==> config.mk <==
export PLATFORM = sky130hd
export DESIGN_NAME = ber_counter_flat
export DESIGN_NICKNAME = d
export VERILOG_FILES = /design/src/rtl/ber_counter_if.sv /design/src/rtl/ber_counter.sv /design/src/flat_wrapper.sv
export SDC_FILE = /design/constraint.sdc
export NUM_CORES = 2
export LEC_CHECK = 0
export CORE_MARGIN = 4
export CORE_UTILIZATION = 62
export CTS_CLUSTER_DIAMETER = 30
export CTS_CLUSTER_SIZE = 8
export DETAILED_ROUTE_END_ITERATION = 7
export PLACE_DENSITY = 0.8
export SYNTH_ARGS = -nofsm -noshare
export SYNTH_HDL_FRONTEND = slang
export SYNTH_SLANG_ARGS = --single-unit
==> constraint.sdc <==
create_clock -name clk -period 27.7 [get_ports clk]
set_input_delay 2.77 -clock clk [delete_from_list [all_inputs] [get_ports clk]]
set_output_delay 2.77 -clock clk [all_outputs]
set_load 0.05 [all_outputs]
==> src/rtl/ber_counter_if.sv <==
// Bundles the BER counter's strobe, reference and control inputs with its result outputs.
// master drives the inputs (slicer/PRBS/register-file side); slave is the counter itself.
// Widths follow the counter and latency widths of the attached instance.
interface ber_counter_if #(
  parameter int NB_CNT = 64,
  parameter int NB_LAT = 9
);
  logic              i_enb;
  logic              i_rx_bit;
  logic              i_ref_bit;
  logic              i_run;
  logic              i_clr;
  logic [NB_CNT-1:0] o_ber_samp;
  logic [NB_CNT-1:0] o_ber_error;
  logic [NB_LAT-1:0] o_latency;
  logic              o_aligned;
  logic              o_searching;

  modport master (
    output i_enb, i_rx_bit, i_ref_bit, i_run, i_clr,
    input  o_ber_samp, o_ber_error, o_latency, o_aligned, o_searching
  );

  modport slave (
    input  i_enb, i_rx_bit, i_ref_bit, i_run, i_clr,
    output o_ber_samp, o_ber_error, o_latency, o_aligned, o_searching
  );
endinterface

==> src/rtl/ber_counter.sv <==
// Per-channel BER counter: searches the rx-to-reference latency with fewest errors, then counts.
// Latency: counters, latency and status flags are registered and update the cycle after a strobe.
// Backpressure: none; every i_enb strobe is consumed; counters saturate instead of wrapping.
module ber_counter #(
  parameter int NB_CNT  = 64,
  parameter int MAX_LAT = 511,
  parameter int NB_LAT  = 9,
  parameter int WINDOW  = 64
) (
  input  logic          clk,
  input  logic          i_rst,
  ber_counter_if.slave  bus
);

  localparam int                NB_WIN   = $clog2(WINDOW + 1);
  localparam logic [NB_WIN-1:0] WIN_LAST = NB_WIN'(WINDOW - 1);
  localparam logic [NB_LAT-1:0] LAT_LAST = NB_LAT'(MAX_LAT - 1);

  typedef enum logic [1:0] {ST_IDLE, ST_SEARCH, ST_COUNT} state_t;

  state_t              state_q, state_d;
  logic [MAX_LAT-2:0]  ref_sr_q, ref_sr_d;
  logic [NB_LAT-1:0]   lat_q, lat_d;
  logic [NB_LAT-1:0]   best_lat_q, best_lat_d;
  logic [NB_LAT-1:0]   latency_q, latency_d;
  logic [NB_WIN-1:0]   win_cnt_q, win_cnt_d;
  logic [NB_WIN-1:0]   win_err_q, win_err_d;
  logic [NB_WIN-1:0]   min_err_q, min_err_d;
  logic [NB_CNT-1:0]   samp_q, samp_d;
  logic [NB_CNT-1:0]   err_q, err_d;

  // Candidate vector: bit L is the reference bit from L strobes ago (bit 0 = this strobe).
  logic [MAX_LAT-1:0]  cand;
  logic                miss_srch;
  logic                miss_cnt;
  logic [NB_WIN-1:0]   win_err_nxt;
  logic                new_min;

  assign cand        = {ref_sr_q, bus.i_ref_bit};
  assign miss_srch   = bus.i_rx_bit ^ cand[lat_q];
  assign miss_cnt    = bus.i_rx_bit ^ cand[latency_q];
  assign win_err_nxt = win_err_q + NB_WIN'(miss_srch);
  // Strict compare so that on a tie the earlier (lower) latency is kept.
  assign new_min     = (win_err_nxt < min_err_q);

  // Next-state, search bookkeeping and counter updates.
  always_comb begin
    state_d    = state_q;
    ref_sr_d   = ref_sr_q;
    lat_d      = lat_q;
    best_lat_d = best_lat_q;
    latency_d  = latency_q;
    win_cnt_d  = win_cnt_q;
    win_err_d  = win_err_q;
    min_err_d  = min_err_q;
    samp_d     = samp_q;
    err_d      = err_q;

    // The reference history runs in every state so it is primed before any search.
    if (bus.i_enb) begin
      ref_sr_d = cand[MAX_LAT-2:0];
    end

    unique case (state_q)
      ST_IDLE: begin
        if (bus.i_run) begin
          state_d    = ST_SEARCH;
          samp_d     = '0;
          err_d      = '0;
          lat_d      = '0;
          win_cnt_d  = '0;
          win_err_d  = '0;
          min_err_d  = '1;
          best_lat_d = '0;
        end
      end

      ST_SEARCH: begin
        if (!bus.i_run) begin
          state_d = ST_IDLE;
        end else if (bus.i_enb) begin
          if (win_cnt_q == WIN_LAST) begin
            if (win_err_nxt == '0) begin
              latency_d = lat_q;
              state_d   = ST_COUNT;
            end else begin
              if (new_min) begin
                min_err_d  = win_err_nxt;
                best_lat_d = lat_q;
              end
              if (lat_q == LAT_LAST) begin
                latency_d = new_min ? lat_q : best_lat_q;
                state_d   = ST_COUNT;
              end else begin
                lat_d     = lat_q + NB_LAT'(1);
                win_cnt_d = '0;
                win_err_d = '0;
              end
            end
          end else begin
            win_cnt_d = win_cnt_q + NB_WIN'(1);
            win_err_d = win_err_nxt;
          end
        end
      end

      ST_COUNT: begin
        if (!bus.i_run) begin
          state_d = ST_IDLE;
        end else if (bus.i_clr) begin
          // A clear coincident with a strobe wins; that strobe is dropped.
          samp_d = '0;
          err_d  = '0;
        end else if (bus.i_enb) begin
          if (samp_q != '1) samp_d = samp_q + NB_CNT'(1);
          if (miss_cnt && (err_q != '1)) err_d = err_q + NB_CNT'(1);
        end
      end

      default: state_d = ST_IDLE;
    endcase
  end

  // State and datapath registers, all cleared by the asynchronous reset.
  always_ff @(posedge clk or posedge i_rst) begin
    if (i_rst) begin
      state_q    <= ST_IDLE;
      ref_sr_q   <= '0;
      lat_q      <= '0;
      best_lat_q <= '0;
      latency_q  <= '0;
      win_cnt_q  <= '0;
      win_err_q  <= '0;
      min_err_q  <= '1;
      samp_q     <= '0;
      err_q      <= '0;
    end else begin
      state_q    <= state_d;
      ref_sr_q   <= ref_sr_d;
      lat_q      <= lat_d;
      best_lat_q <= best_lat_d;
      latency_q  <= latency_d;
      win_cnt_q  <= win_cnt_d;
      win_err_q  <= win_err_d;
      min_err_q  <= min_err_d;
      samp_q     <= samp_d;
      err_q      <= err_d;
    end
  end

  assign bus.o_ber_samp  = samp_q;
  assign bus.o_ber_error = err_q;
  assign bus.o_latency   = latency_q;
  assign bus.o_aligned   = (state_q == ST_COUNT);
  assign bus.o_searching = (state_q == ST_SEARCH);

endmodule

==> src/flat_wrapper.sv <==
// flat-port wrapper written by rule: the top's interface ports become plain ports
module ber_counter_flat 
#(
  parameter int NB_CNT  = 64,
  parameter int MAX_LAT = 511,
  parameter int NB_LAT  = 9,
  parameter int WINDOW  = 64
)
  (clk, i_rst, bus_i_enb, bus_i_rx_bit, bus_i_ref_bit, bus_i_run, bus_i_clr, bus_o_ber_samp, bus_o_ber_error, bus_o_latency, bus_o_aligned, bus_o_searching);
  ber_counter_if #(.NB_CNT(NB_CNT), .NB_LAT(NB_LAT)) bus_i ();
  input  logic clk;
  input  logic i_rst;
  input wire logic [$bits(bus_i.i_enb)-1:0] bus_i_enb;
  input wire logic [$bits(bus_i.i_rx_bit)-1:0] bus_i_rx_bit;
  input wire logic [$bits(bus_i.i_ref_bit)-1:0] bus_i_ref_bit;
  input wire logic [$bits(bus_i.i_run)-1:0] bus_i_run;
  input wire logic [$bits(bus_i.i_clr)-1:0] bus_i_clr;
  output wire logic [$bits(bus_i.o_ber_samp)-1:0] bus_o_ber_samp;
  output wire logic [$bits(bus_i.o_ber_error)-1:0] bus_o_ber_error;
  output wire logic [$bits(bus_i.o_latency)-1:0] bus_o_latency;
  output wire logic [$bits(bus_i.o_aligned)-1:0] bus_o_aligned;
  output wire logic [$bits(bus_i.o_searching)-1:0] bus_o_searching;
  assign bus_i.i_enb = bus_i_enb;
  assign bus_i.i_rx_bit = bus_i_rx_bit;
  assign bus_i.i_ref_bit = bus_i_ref_bit;
  assign bus_i.i_run = bus_i_run;
  assign bus_i.i_clr = bus_i_clr;
  assign bus_o_ber_samp = bus_i.o_ber_samp;
  assign bus_o_ber_error = bus_i.o_ber_error;
  assign bus_o_latency = bus_i.o_latency;
  assign bus_o_aligned = bus_i.o_aligned;
  assign bus_o_searching = bus_i.o_searching;
  ber_counter #(.NB_CNT(NB_CNT), .MAX_LAT(MAX_LAT), .NB_LAT(NB_LAT), .WINDOW(WINDOW)) u_core (.clk(clk), .i_rst(i_rst), .bus(bus_i));
endmodule
==> results.ini <==
[pwr]
switching_share_pct = 22.6
p_switching_w = 0.000698
comb_power_share_pct = 6.0
p_int_w = 0.00240
p_total_w = 0.00309
pwr-share-clk_pct = 59.3
vdd_drop_max_mv = 0.0808
powerDensity_nw_per_um2 = 70.4
seq_power_share_pct = 34.8
leakage_nw = 19.1

[status]
outcome = finished clean

[clock_tree]
clock_path_buffers = 3
clkTransAtPathRegs_ns = 0.05
cts_tree = done
cts_setup_buffers = 0
postCtsHoldBufs = 0
cts-root-buf = clkbuf_16
cts.sinks = 688
insertion_delay_ns = 0.71
cts_max_level = 4
cts_buffers = 147
ctsResizeCount = 0

[logic_synthesis]
synth-simple-area-share_pct = 8.51
synth_nets = 2777
ys_types = 75
synth_top_family_by_area = multiplexers
synth_area_sq_um = 36900
synth_xor_area_share_pct = 1.52
synth_compound_area_share_pct = 5.57
ys.warnings.count = 0
syn_inst = 2758
synth_edf_count = 0
avgSynthCellArea_sq_um = 13.4
synthAdderAreaFrac_pct = 0.434
ys_ff_latch = 688
synth_mux_area_share_pct = 34.3
async_flop_share_pct = 100
seq_area_frac_synth_pct = 46.6
ys.flop_type = dfrtp_1

[sta]
maxSlewViolCount = 0
clock_skew_ns = 0.0211
hold_viol = 0
worst_slew_pin_slew_ns = 1.27
fin_crit_ns = 7.89
finalSetupViolations = 0
hold_slack_ns = 0.510
fin_ws_ns = 19.81
tns_ns = 0
finalCritPeriodShare_pct = 28.5
relSlewSlack_pct = 15.6
rsz0062_at_grt = no
fmax_ghz = 0.127

[layout]
drive_above_1_share_pct = 36.6
layout.nets = 2900
area_delta_synth_final_pct = 19.0
finalInstanceArea_sq_um = 44000
final_common_cell = dfrtp_1
num_antenna_cells = 0
final_cell_mix = dfrtp_1 (674), mux2_2 (520), mux4_2 (274), nand2_1 (168), clkbuf_16 (151)
nFillCells = 3453

[global_routing]
grt_first_pass_wirelength_um = 150000
grt_max_degree = 212
antenna_found_initial = 2
grt_pass1_vias = 26700
grt.total_usage_pct = 29.4
overflow = 0

[placement]
finalWeightedCongestion = 0.858
dpl_cell_area_sq_um = 38700
portBuffers = 145
place_ws_ns = 19.21
hpwl_um = 54000

[route]
drtIter0Drc = 2491
drt_first_pass_iters = 5
drt-vias-per-instance = 6.90
drc = 0
drt-total-wl_um = 92600
vias = 26000
wl_per_cell_um = 24.6
detail-route-antenna-nets = 0

[worst_hold_path]
whs_path_depth = 2
hold_end = u_core.min_err_q[0]$_DFFE_PP1P_
hp-class = reg -> reg
hp-start = u_core.min_err_q[0]$_DFFE_PP1P_

[die]
fp.coreArea_sq_um = 59000
die_w_um = 252
dieHeight_um = 252
initial_core_util_pct = 62.6
dieArea_sq_um = 63500
rows = 89
io_pins = 146

[setup_path]
r2r-end = u_core.bus.o_latency[6]$_DFFE_PP0P_
cp_slowest_stage_delay_ns = 0.74
cp_slowest_cell = nor2_1
cp_max_fo = 9
cp.arrival_ns = 8.45
cp.required_ns = 28.26
r2r-start = u_core.lat_q[1]$_DFFE_PP0P_
r2r_setup_slack_ns = 20.02
startpoint_type = input port
r2r_cells = 19
path_class = in -> reg
cp_cell_sequence = clkdlybuf4s50_1 > mux4_2 > mux4_2 > mux4_2 > mux4_2 > mux2i_1 > xnor2_1 > ha_1 > ha_1 > xor2_1 > ha_1 > a21o_1 > a21oi_1 > maj3_1 > o21bai_1 > a21oi_1 > nor2_1 > mux2i_1 > o21ai_0
cpMostUsedCell = mux4_2
cp-end-kind = flip-flop

[flow_run]
maxCapViolCount = 0

[how the worst max path moves through the flow]
stage | slack [ns] | start | endpoint | depth (start not counted)
2_1_floorplan | 5.65 | i_rst | u_core.best_lat_q[0]$_DFFE_PP0P_ | 1
3_3_place_gp | 19.30 | bus_i_ref_bit | u_core.bus.o_latency[1]$_DFFE_PP0P_ | 19
3_5_place_dp | 19.21 | bus_i_ref_bit | u_core.bus.o_latency[4]$_DFFE_PP0P_ | 19
4_1_cts | 19.87 | bus_i_ref_bit | u_core.bus.o_latency[6]$_DFFE_PP0P_ | 19
5_1_grt | 19.53 | bus_i_ref_bit | u_core.bus.o_latency[6]$_DFFE_PP0P_ | 19
6_report | 19.81 | bus_i_ref_bit | u_core.bus.o_latency[6]$_DFFE_PP0P_ | 19
[synthesized netlist by cell type (16+ instances only)]
cell type | number | share of area, %
a21oi_1 | 27 | 0.37
nor2_1 | 110 | 1.1
nand3_1 | 98 | 1.3
clkbuf_1 | 139 | 1.4
or4_1 | 43 | 0.87
o21ai_0 | 36 | 0.49
mux4_2 | 274 | 17
or3_1 | 16 | 0.27
and4_1 | 16 | 0.38
nand4_1 | 36 | 0.61
xor2_1 | 45 | 1.1
dfrtp_1 | 681 | 46
nor4_1 | 30 | 0.51
o311ai_0 | 17 | 0.40
nand2_1 | 168 | 1.7
buf_2 | 30 | 0.41
mux2i_1 | 62 | 1.7
inv_1 | 33 | 0.34
a22oi_1 | 25 | 0.51
nor2b_1 | 18 | 0.30
xnor2_1 | 19 | 0.45
and3_1 | 26 | 0.44
mux2_2 | 520 | 16
o211ai_1 | 48 | 0.98
nor3_1 | 20 | 0.27
[power by group through the flow]
stage | clock network, W | logic [W] | registers [W]
2_1_floorplan | 0 | 0.000164 | 0.00106
3_5_place_dp | 0 | 0.000184 | 0.00109
6_report | 0.00183 | 0.000184 | 0.00108
3_3_place_gp | 0 | 0.000180 | 0.00109
4_1_cts | 0.00185 | 0.000186 | 0.00107
5_1_grt | 0.00191 | 0.000200 | 0.00108
[worst max-delay path: cells and delay by family]
family          cells  cell delay (ns)
compound gates      5             0.52
xor+xnor            2             0.40
fa+ha+maj           4             1.05
buf+inv             1             0.49
mux                 6             2.47
simple gates        1             0.74
[kinds of logic after synthesis]
| logic type | count (synthesis) |
|---|---|
| AOI/OAI and AO/OA | 277 |
| xor gates and xnor gates | 64 |
| adders and majority gates | 13 |
| buffers and inverters | 241 |
| DFF | 688 |
| muxes | 857 |
| and+or+nand+nor | 618 |
[registers in the layout, summed over array words and instances, names as in the netlist, 7 cells and up]
name and cells:
u_core.best_lat_q 9, u_core.bus.o_ber_error 64, u_core.bus.o_ber_samp 64, u_core.bus.o_latency 9
u_core.lat_q 9, u_core.min_err_q 7, u_core.ref_sr_q 510, u_core.win_cnt_q 7
u_core.win_err_q 7
[layout make-up]
class | instances | area (sq um) | share of cell area [%]
clock inverter | 67 | 1020 | 2.33
clock buffer | 198 | 4200 | 9.54
tap | 773 | 967 | 2.20
inverter | 35 | 139 | 0.316
sequential | 688 | 17200 | 39.2
timing repair buffer | 180 | 1770 | 4.02
multi-input combinational | 1829 | 18600 | 42.4
[stage by stage]
step                cells  utilization [%]
floorplan            2758                -
global placement     3505             65.6
detailed placement   3505             65.6
CTS                  3770             74.5
global route         3770             74.5
finish               3770             74.5
[per-layer routing]
layer | GRT usage [%] | part of all wire [%] | routed length (um) | vias to the layer above
li1 | - | - | - | 11000
met1 | 40.0 | 40 | 37000 | 13500
met2 | 47.0 | 49 | 45600 | 1228
met3 | 7.67 | 7.9 | 7320 | 236
met4 | 10.2 | 2.9 | 2660 | 4
met5 | 0 | 0.078 | 72 | -
(Power assumes the default switching activity.)
